$ cat config.mk
export PLATFORM = sky130hd
export DESIGN_NAME = edge_event_arbiter
export DESIGN_NICKNAME = d
export VERILOG_FILES = /design/src/rtl/edge_event_arbiter.sv
export SDC_FILE = /design/constraint.sdc
export NUM_CORES = 1
export LEC_CHECK = 0
export ABC_AREA = 1
export BUFFER_PORTS_ARGS = -buffer_cell sky130_fd_sc_hd__buf_2
export CAP_MARGIN = 10
export CELL_PAD_IN_SITES_DETAIL_PLACEMENT = 0
export CELL_PAD_IN_SITES_GLOBAL_PLACEMENT = 1
export CORE_ASPECT_RATIO = 1.1
export CORE_MARGIN = 5
export CORE_UTILIZATION = 35
export CTS_CLUSTER_DIAMETER = 50
export DETAILED_ROUTE_END_ITERATION = 10
export HOLD_SLACK_MARGIN = 0.15
export PLACE_DENSITY_LB_ADDON = 0.08
export SYNTH_ARGS = -nofsm -noshare
export SYNTH_HDL_FRONTEND = slang
export SYNTH_SLANG_ARGS = --single-unit
$ cat constraint.sdc
create_clock -name clk -period 1.7 [get_ports clk]
set_input_delay 0.17 -clock clk [delete_from_list [all_inputs] [get_ports clk]]
set_output_delay 0.17 -clock clk [all_outputs]
set_load 0.03 [all_outputs]
$ cat src/rtl/edge_event_arbiter.sv
// Dual-edge event scheduler: per-channel edge detection with one pending slot per channel.
// A round-robin arbiter shares a single valid/ready event port between the channels.
module edge_event_arbiter #(
  parameter int unsigned NCH = 4,
  parameter int unsigned CW  = 2
) (
  input  logic           clk,
  input  logic           rst,
  input  logic [NCH-1:0] din,
  input  logic [NCH-1:0] en,
  output logic           evt_valid,
  input  logic           evt_ready,
  output logic [CW-1:0]  evt_ch,
  output logic           evt_rise,
  output logic [NCH-1:0] ovf,
  input  logic [NCH-1:0] ovf_clr
);

  typedef enum logic [0:0] {StIdle, StOffer} state_e;

  state_e         state_q, state_d;
  logic [NCH-1:0] s1_q, s2_q;
  logic [1:0]     warm_cnt_q;
  logic           warm;
  logic [NCH-1:0] edge_d, edge_q, edge_rise_q;
  logic [NCH-1:0] pend_q, pend_d, pend_rise_q, pend_rise_d;
  logic [NCH-1:0] ovf_q, ovf_d;
  logic [NCH-1:0] offered_oh, accept_oh;
  logic [CW-1:0]  rr_q, rr_d, ch_q, ch_d;
  logic           rise_q, rise_d;
  logic           found;
  logic [CW-1:0]  sel, cand;

  // warm only after two post-reset samples are held, so static levels at reset make no edge
  assign warm   = (warm_cnt_q == 2'd2);
  assign edge_d = (s1_q ^ s2_q) & en & {NCH{warm}};

  // Input history, warm-up counter and a registered edge stage
  always_ff @(posedge clk or negedge rst) begin
    if (!rst) begin
      s1_q        <= '0;
      s2_q        <= '0;
      warm_cnt_q  <= '0;
      edge_q      <= '0;
      edge_rise_q <= '0;
    end else begin
      s1_q        <= din;
      s2_q        <= s1_q;
      if (!warm) warm_cnt_q <= warm_cnt_q + 2'd1;
      edge_q      <= edge_d;
      edge_rise_q <= s1_q;
    end
  end

  // Decode which channel is currently offered and whether it is being accepted
  always_comb begin
    offered_oh = '0;
    for (int i = 0; i < NCH; i++) begin
      offered_oh[i] = evt_valid && (ch_q == CW'(i));
    end
    accept_oh = offered_oh & {NCH{evt_ready}};
  end

  // Pending slots: keep the oldest edge, flag drops; accept in the same cycle frees the slot
  always_comb begin
    pend_d      = pend_q;
    pend_rise_d = pend_rise_q;
    ovf_d       = ovf_q & ~ovf_clr;
    for (int i = 0; i < NCH; i++) begin
      if (edge_q[i] && en[i]) begin
        if (!pend_q[i] || accept_oh[i]) begin
          pend_d[i]      = 1'b1;
          pend_rise_d[i] = edge_rise_q[i];
        end else begin
          ovf_d[i] = 1'b1;
        end
      end else if (accept_oh[i]) begin
        pend_d[i] = 1'b0;
      end else if (!en[i] && !offered_oh[i]) begin
        // An offer is never retracted, so a disabled channel keeps its slot while offered
        pend_d[i] = 1'b0;
      end
    end
  end

  // Round-robin search starting just after the last granted channel
  always_comb begin
    found = 1'b0;
    sel   = '0;
    cand  = '0;
    for (int unsigned k = 1; k <= NCH; k++) begin
      cand = CW'((32'(rr_q) + k) % NCH);
      if (!found && pend_q[cand] && en[cand]) begin
        found = 1'b1;
        sel   = cand;
      end
    end
  end

  // Offer FSM next-state: IDLE latches a winner, OFFER holds until the handshake
  always_comb begin
    state_d = state_q;
    ch_d    = ch_q;
    rise_d  = rise_q;
    rr_d    = rr_q;
    unique case (state_q)
      StIdle: begin
        if (found) begin
          ch_d    = sel;
          rise_d  = pend_rise_q[sel];
          state_d = StOffer;
        end
      end
      StOffer: begin
        if (evt_ready) begin
          rr_d    = ch_q;
          state_d = StIdle;
        end
      end
      default: state_d = StIdle;
    endcase
  end

  // State, pending slots, overflow flags and the offered event registers
  always_ff @(posedge clk or negedge rst) begin
    if (!rst) begin
      state_q     <= StIdle;
      pend_q      <= '0;
      pend_rise_q <= '0;
      ovf_q       <= '0;
      rr_q        <= CW'(NCH - 1);
      ch_q        <= '0;
      rise_q      <= 1'b0;
    end else begin
      state_q     <= state_d;
      pend_q      <= pend_d;
      pend_rise_q <= pend_rise_d;
      ovf_q       <= ovf_d;
      rr_q        <= rr_d;
      ch_q        <= ch_d;
      rise_q      <= rise_d;
    end
  end

  assign evt_valid = (state_q == StOffer);
  assign evt_ch    = ch_q;
  assign evt_rise  = rise_q;
  assign ovf       = ovf_q;

endmodule

# Yosys cells after proc, flatten, opt, wreduce, memory -nomap -nowiden
# Index checks and enable logic that the tools add are counted.
[classes]
magnitude_cmp = 5
bitwise = 7
eq_ne = 8
n_addsub = 5
mux = 53
n_reduce_logical = 53
[ops]
columns = ["operator", "count"]
rows = [
  ["$mux 1", 39],
  ["$reduce_and 2->1", 10],
  ["$logic_and 1x1->1", 19],
  ["$bmux 1 s2", 9],
  ["$and 4x4->4", 4],
  ["$logic_not 1->1", 15],
  ["$lt 2x3->1 const B", 5],
  ["$reduce_bool 3->1", 4],
  ["$mux 2", 4],
  ["$ne 2x1->1 const B", 4],
  ["$add 2x1->2 const B", 3],
  ["$eq 2x2->1 const B", 3],
  ["$add 2x2->2 const B", 2],
  ["$logic_or 1x1->1", 4],
  ["$not 4->4", 1],
  ["$xor 4x4->4", 1],
  ["$eq 2x1->1 const B", 1],
  ["$logic_not 2->1", 1],
  ["$pmux 1 s2", 1],
  ["$not 1->1", 1],
]
[word_totals]
ff_bits = 32
out_inout_bits = 8

# Depth between registers and ports, before layout
[logic_depth]
word_depth = 19
mapped_depth = 15
ltp_nobuf = 14

# Worst setup path before layout
# No wires, ideal clock.
[synth_path]
path_type = "reg-to-reg"
from = "register rr_q[0]"
to = "register rise_q (netlist: evt_rise)"
path_buffers = 1
setup_ns = 0.117
required_ns = 1.583
arrival_ns = 1.503
setup_slack_ns = 0.081
stages_incl_launch_ff = 15
cell_sequence = "dfstp_2 -> buf_6 -> inv_8 -> nand2_1 -> nand3_1 -> nand2_2 -> inv_1 -> nand3_4 -> nand3_2 -> nand2_2 -> nand2_1 -> nand3_1 -> nand2_1 -> nand2_1 -> nand2_1"
[synth_between]
elab_chain_len = 19
elab_cells_between_ends = 41
classes_between = "add/sub: 4; mux: 26; reduce/logical: 11"
[synth_rtl]
columns = ["element", "line_no", "rtl"]
rows = [
  ["start, declared", "29", "logic [CW-1:0] rr_q, rr_d, ch_q, ch_d;"],
  ["start signal, assigned", "131", "rr_q <= CW'(NCH - 1);"],
  ["start signal, assigned", "139", "rr_q <= rr_d;"],
  ["$add 2x1->2", "92", "cand = CW'((32'(rr_q) + k) % NCH);"],
  ["$bmux 1 s2", "93", "if (!found && pend_q[cand] && en[cand]) begin"],
  ["$mux 1 (implied by the code)", "93", ""],
  ["$logic_and 1x1->1", "93", ""],
  ["$mux 1", "93", ""],
  ["$logic_not 1->1", "93", ""],
  ["$logic_and 1x1->1 (2 in a row)", "93", ""],
  ["$mux 1", "93", ""],
  ["$logic_not 1->1", "93", ""],
  ["$logic_and 1x1->1 (2 in a row)", "93", ""],
  ["$mux 1", "93", ""],
  ["$logic_not 1->1", "93", ""],
  ["$logic_and 1x1->1 (2 in a row)", "93", ""],
  ["$mux 2", "93", ""],
  ["$bmux 1 s2", "110", "rise_d = pend_rise_q[sel];"],
  ["$mux 1 (implied by the code)", "110", ""],
  ["end signal, assigned", "141", "rise_q <= rise_d;"],
  ["end, declared", "30", "logic rise_q, rise_d;"],
]
# Several ways; a longest one is shown, not always the timed one. The select of a mux whose other input is x is not followed.
# A chain may end at the register's enable or synchronous reset.

# Worst setup path in the final report
# Same ends and word-level chain as after synthesis.

==> impl_results.md <==
- Effective utilization at floorplan: between 30% and 40%
- Clock sink count: 32
- Synthesized Nets: 180
- Worst Hold Endpoint: edge_q[0]
- Post-Syn Area per Cell: between 9 and 10 um2
- Number of buffers created by CTS: 5
- RePlAce Congestion: 0.741
- Htree depth: 2
- Number of vias in the routed layout: ~1,300
- Share of Yosys cell area claimed by the top area cell type: roughly half
- Drt via density: about 5
- Seq/Total Area, Yosys: about 53%
- Cells traversed along the worst timing path: inv_8 -> nand2_1 -> nand2_2 -> nand3_4 -> nand2_4 -> nor2_8 -> nand2_2 -> nand3b_2 -> nand3_1 -> nand3_1 -> nand2_1 -> nand2_1 -> nand2_1
- Depth of the most critical reg-to-reg path: 13
- Req. time, crit path: about 1900 ps
- Largest cells by area after synthesis: sky130_fd_sc_hd__dfrtp_1, sky130_fd_sc_hd__nand2_1, sky130_fd_sc_hd__nand3_1
- Normalized max-slew margin: between 50% and 60%
- Critical Path Most Common Cell: sky130_fd_sc_hd__nand2_1
- Wire length of the first global-routing pass: between 5000 and 6000 um
- Width of the die: roughly 73 um
- Number of I/O pins: 23
- Flop2flop setup slack: -70 ps
- Flip-flop and latch count after synthesis: 32
- Drt pass-1 iters: 4
- Die area: roughly 0.0058 mm2
- Max_cap viols: 0
- Total power divided by cell area: 1730 mW/mm2
- Yosys top cell by area: sky130_fd_sc_hd__dfrtp_1
- Routed length per instance: about 13 um
- Num rows: 25
- Combinational share of power: between 50% and 60%
- Static leakage power: 0.956 nW
- Final WS setup: -69.4 ps
- Fmax achieved: roughly 0.57 GHz
- Global route total overflow: 0
- Clock tree from TritonCTS: built
- Predominant post-synthesis flop cell: sky130_fd_sc_hd__dfrtp_1
- Area delta synth->final: 29.6%
- DP Worst Slack: -109 ps
- Clock tree buffer depth: 2
- Routed Antenna Nets: 0
- Via count of the first global-routing pass: between 1,000 and 1,500
- Insertion delay of the later-clocked pin in the worst-skew pair: ~280 ps
- Failing checks: negative setup slack
- Final max-slew violation count: 0
- Cell count of the worst hold path: 3
- Largest clock skew in the final design: between 3 and 4 ps
- Total Wirelength: approximately 3400 um
- Gate count of the mapped netlist: roughly 160
- Kind of critical path: reg2reg
- Sort of element at the start of the critical path: register
- Buffer and inverter count on the worst path: 1
- Total DRC errors in the routed layout: 0
- Total Power Consumption: between 3 and 4 mW
- Reg-to-Reg End: evt_rise
- Crit. End Element: register
- Most numerous cell types in the synthesized netlist: sky130_fd_sc_hd__nand2_1, sky130_fd_sc_hd__dfrtp_1, sky130_fd_sc_hd__inv_1
- Largest stage delay on the critical path: about 660 ps
- Switching fraction of total power: between 40% and 50%
- Largest driver fanout on the critical path: 8
- Result of the run: finished with violations
- Vert. Die Dim: between 70 and 80 um
- Post-synthesis instance area: between 0.0015 and 0.002 mm2
- Number of enable-type register cells in the synthesized netlist: 0
- Number of different library cells in the post-synthesis netlist: 28
- I/O Buffers: 22
- Root buffer selected by CTS: sky130_fd_sc_hd__clkbuf_8
- Ant. Diodes: 0
- Count of endpoints failing setup in the final report: 3
- CP top delay family: simple AND/OR/NAND/NOR gates
- Class of the tightest hold or removal check: in2reg
- Layout cell share with drive strength beyond 1: 32.1%
- Maximum number of pins on one net before global-route repair: 33
- Number of DRC markers after the initial detailed-route iteration: 22
- Sequential power share: a little under a third
- Data arrival time of the critical path: about 1900 ps
- Global router's overall resource usage: between 10% and 20%
- Clock edge transition at the registers on the reported setup and hold paths: ~60 ps
- Clk network pwr share: between 10% and 20%
- Number of antenna violations at the first check in global routing: 0
- Core area: between 0.004 and 0.005 mm2
- Internal Pwr Total: 1.96 mW
- Fill count: between 400 and 500
- Period Utilization, post-route: 104%
- # nets final: around 230
- Net switching component of the power: around 1.5 mW
- Async set-reset flop share out of synthesis: 100%
- CP max-delay cell: sky130_fd_sc_hd__dfstp_2
- Critical register-to-register path startpoint: rr_q[0]
- HP Start: en[0]
- Measured slew at the worst slew-check pin: 717 ps
- Final Hold Fails: 0
- Maximum resistive drop on vdd: 581 uV
- Setup repair after global routing missed its margin: yes
- Synth warnings: 0
- Post-detailed-placement half-perimeter wirelength: between 2000 and 3000 um
- Library cell with the highest instance count after synthesis: sky130_fd_sc_hd__nand2_1
- Crit path time final: about 1800 ps
==> sequential cells by signal, indices dropped and copies added, names as in the netlist <==
signal       count
edge_q           4
edge_rise_q      4
evt_ch           2
evt_rise         1
evt_valid        1
ovf              4
pend_q           4
pend_rise_q      4
rr_q             2
s1_q             4
warm_cnt_q       2
==> cell families (layout without fill, tap and decap cells) <==
family | Yosys count | count (layout) | share of synthesized area [%]
xor gates and xnor gates | 1 | 1 | 0.573
adders and majority gates | 1 | 1 | 0.818
DFF | 32 | 32 | 52.5
buffers and inverters | 22 | 67 | 6.38
AOI/OAI and AO/OA | 31 | 31 | 11.8
and+or+nand+nor | 77 | 77 | 27.9
==> power groups by stage <==
stage | clock network (mW) | registers, mW | logic [mW]
2_1_floorplan | 0 | 1.10 | 1.12
3_3_place_gp | 0 | 1.04 | 1.56
3_5_place_dp | 0 | 1.04 | 1.59
4_1_cts | 0.642 | 1.03 | 1.66
5_1_grt | 0.666 | 1.05 | 1.98
6_report | 0.615 | 1.03 | 1.78
==> placed cells by master, fill, tap and decap left out <==
master and count:
sky130_fd_sc_hd__nand2_4 3, sky130_fd_sc_hd__a31oi_1 2, sky130_fd_sc_hd__o21ai_1 5, sky130_fd_sc_hd__nor3_1 2
sky130_fd_sc_hd__nor2_2 2, sky130_fd_sc_hd__dlygate4sd3_1 10, sky130_fd_sc_hd__dfrtp_1 30, sky130_fd_sc_hd__o211ai_1 4
sky130_fd_sc_hd__nand3b_2 1, sky130_fd_sc_hd__a2bb2oi_1 2, sky130_fd_sc_hd__nand2_2 12, sky130_fd_sc_hd__nand3_4 4
sky130_fd_sc_hd__inv_8 1, sky130_fd_sc_hd__nand3_2 1, sky130_fd_sc_hd__buf_2 22, sky130_fd_sc_hd__nand2_1 28
sky130_fd_sc_hd__nor2_8 1, sky130_fd_sc_hd__nand3_1 16, sky130_fd_sc_hd__xnor2_1 1, sky130_fd_sc_hd__buf_4 8
sky130_fd_sc_hd__ha_1 1, sky130_fd_sc_hd__inv_2 2, sky130_fd_sc_hd__nor2_1 6, sky130_fd_sc_hd__a21oi_1 10
sky130_fd_sc_hd__o21ai_0 3, sky130_fd_sc_hd__dfstp_2 2, sky130_fd_sc_hd__nand4_1 1, sky130_fd_sc_hd__inv_1 17
sky130_fd_sc_hd__o22ai_1 4, sky130_fd_sc_hd__o21ai_2 1, sky130_fd_sc_hd__clkbuf_8 7
==> per-layer routing <==
layer | global-route usage, % | up-vias | wire length [um]
met2 | 21.3 | 22 | 1820
met5 | 0 | - | 0
met3 | 2.66 | 6 | 115
met4 | 6.83 | 0 | 88
li1 | - | 633 | -
met1 | 15.9 | 628 | 1410
==> stage by stage <==
step | cell area (um2) | util (%) | TNS (ps) | std cells | hold WS (ps)
floorplan | 1530 | - | 0 | 164 | -126
global placement | 1730 | 40.6 | -117 | 243 | 253
detailed placement | 1730 | 40.6 | -270 | 243 | 260
CTS | 1940 | 45.6 | -62.5 | 261 | 174
global route | 1980 | 46.6 | -663 | 263 | 183
finish | 1980 | 46.6 | -165 | 263 | 187
==> cell type report <==
cell class / count / area (um2) / share of cell area [%]
clock buffers: 7 / 96.3 / 4.86
inverters: 20 / 82.6 / 4.17
well taps: 54 / 67.6 / 3.41
repair buffers: 40 / 270 / 13.6
multi-input cells: 110 / 662 / 33.4
flip-flops and latches: 32 / 803 / 40.5
==> worst register-to-register path, cell delays in order (launching register included) <==
cell	delay (ps)
sky130_fd_sc_hd__dfstp_2	660
sky130_fd_sc_hd__inv_8	70
sky130_fd_sc_hd__nand2_1	80
sky130_fd_sc_hd__nand2_2	70
sky130_fd_sc_hd__nand3_4	80
sky130_fd_sc_hd__nand2_4	80
sky130_fd_sc_hd__nor2_8	120
sky130_fd_sc_hd__nand2_2	70
sky130_fd_sc_hd__nand3b_2	110
sky130_fd_sc_hd__nand3_1	100
sky130_fd_sc_hd__nand3_1	90
sky130_fd_sc_hd__nand2_1	50
sky130_fd_sc_hd__nand2_1	50
sky130_fd_sc_hd__nand2_1	50
==> what timing repair did <==
item / 4_1_cts / 5_1_grt
hold endpoints to repair: 39 / 0
gates resized for setup: 3 / 7
setup endpoints to repair: 4 / 4
hold buffers: 10 / 0
pin swaps: 2 / 6
buffers inserted: 1 / 2
==> worst max-delay path by stage <==
stage	cells after the start	endpoint	slack, ps	startpoint
after floorplan	14	evt_rise	80	rr_q[0]
after global placement	11	evt_rise	-70	rr_q[0]
after detailed placement	11	evt_rise	-110	rr_q[0]
after CTS	13	evt_rise	-60	rr_q[0]
after global routing	13	evt_rise	-240	rr_q[0]
final	13	evt_rise	-70	rr_q[0]
Note: power is estimated with default switching activity, not from simulation.
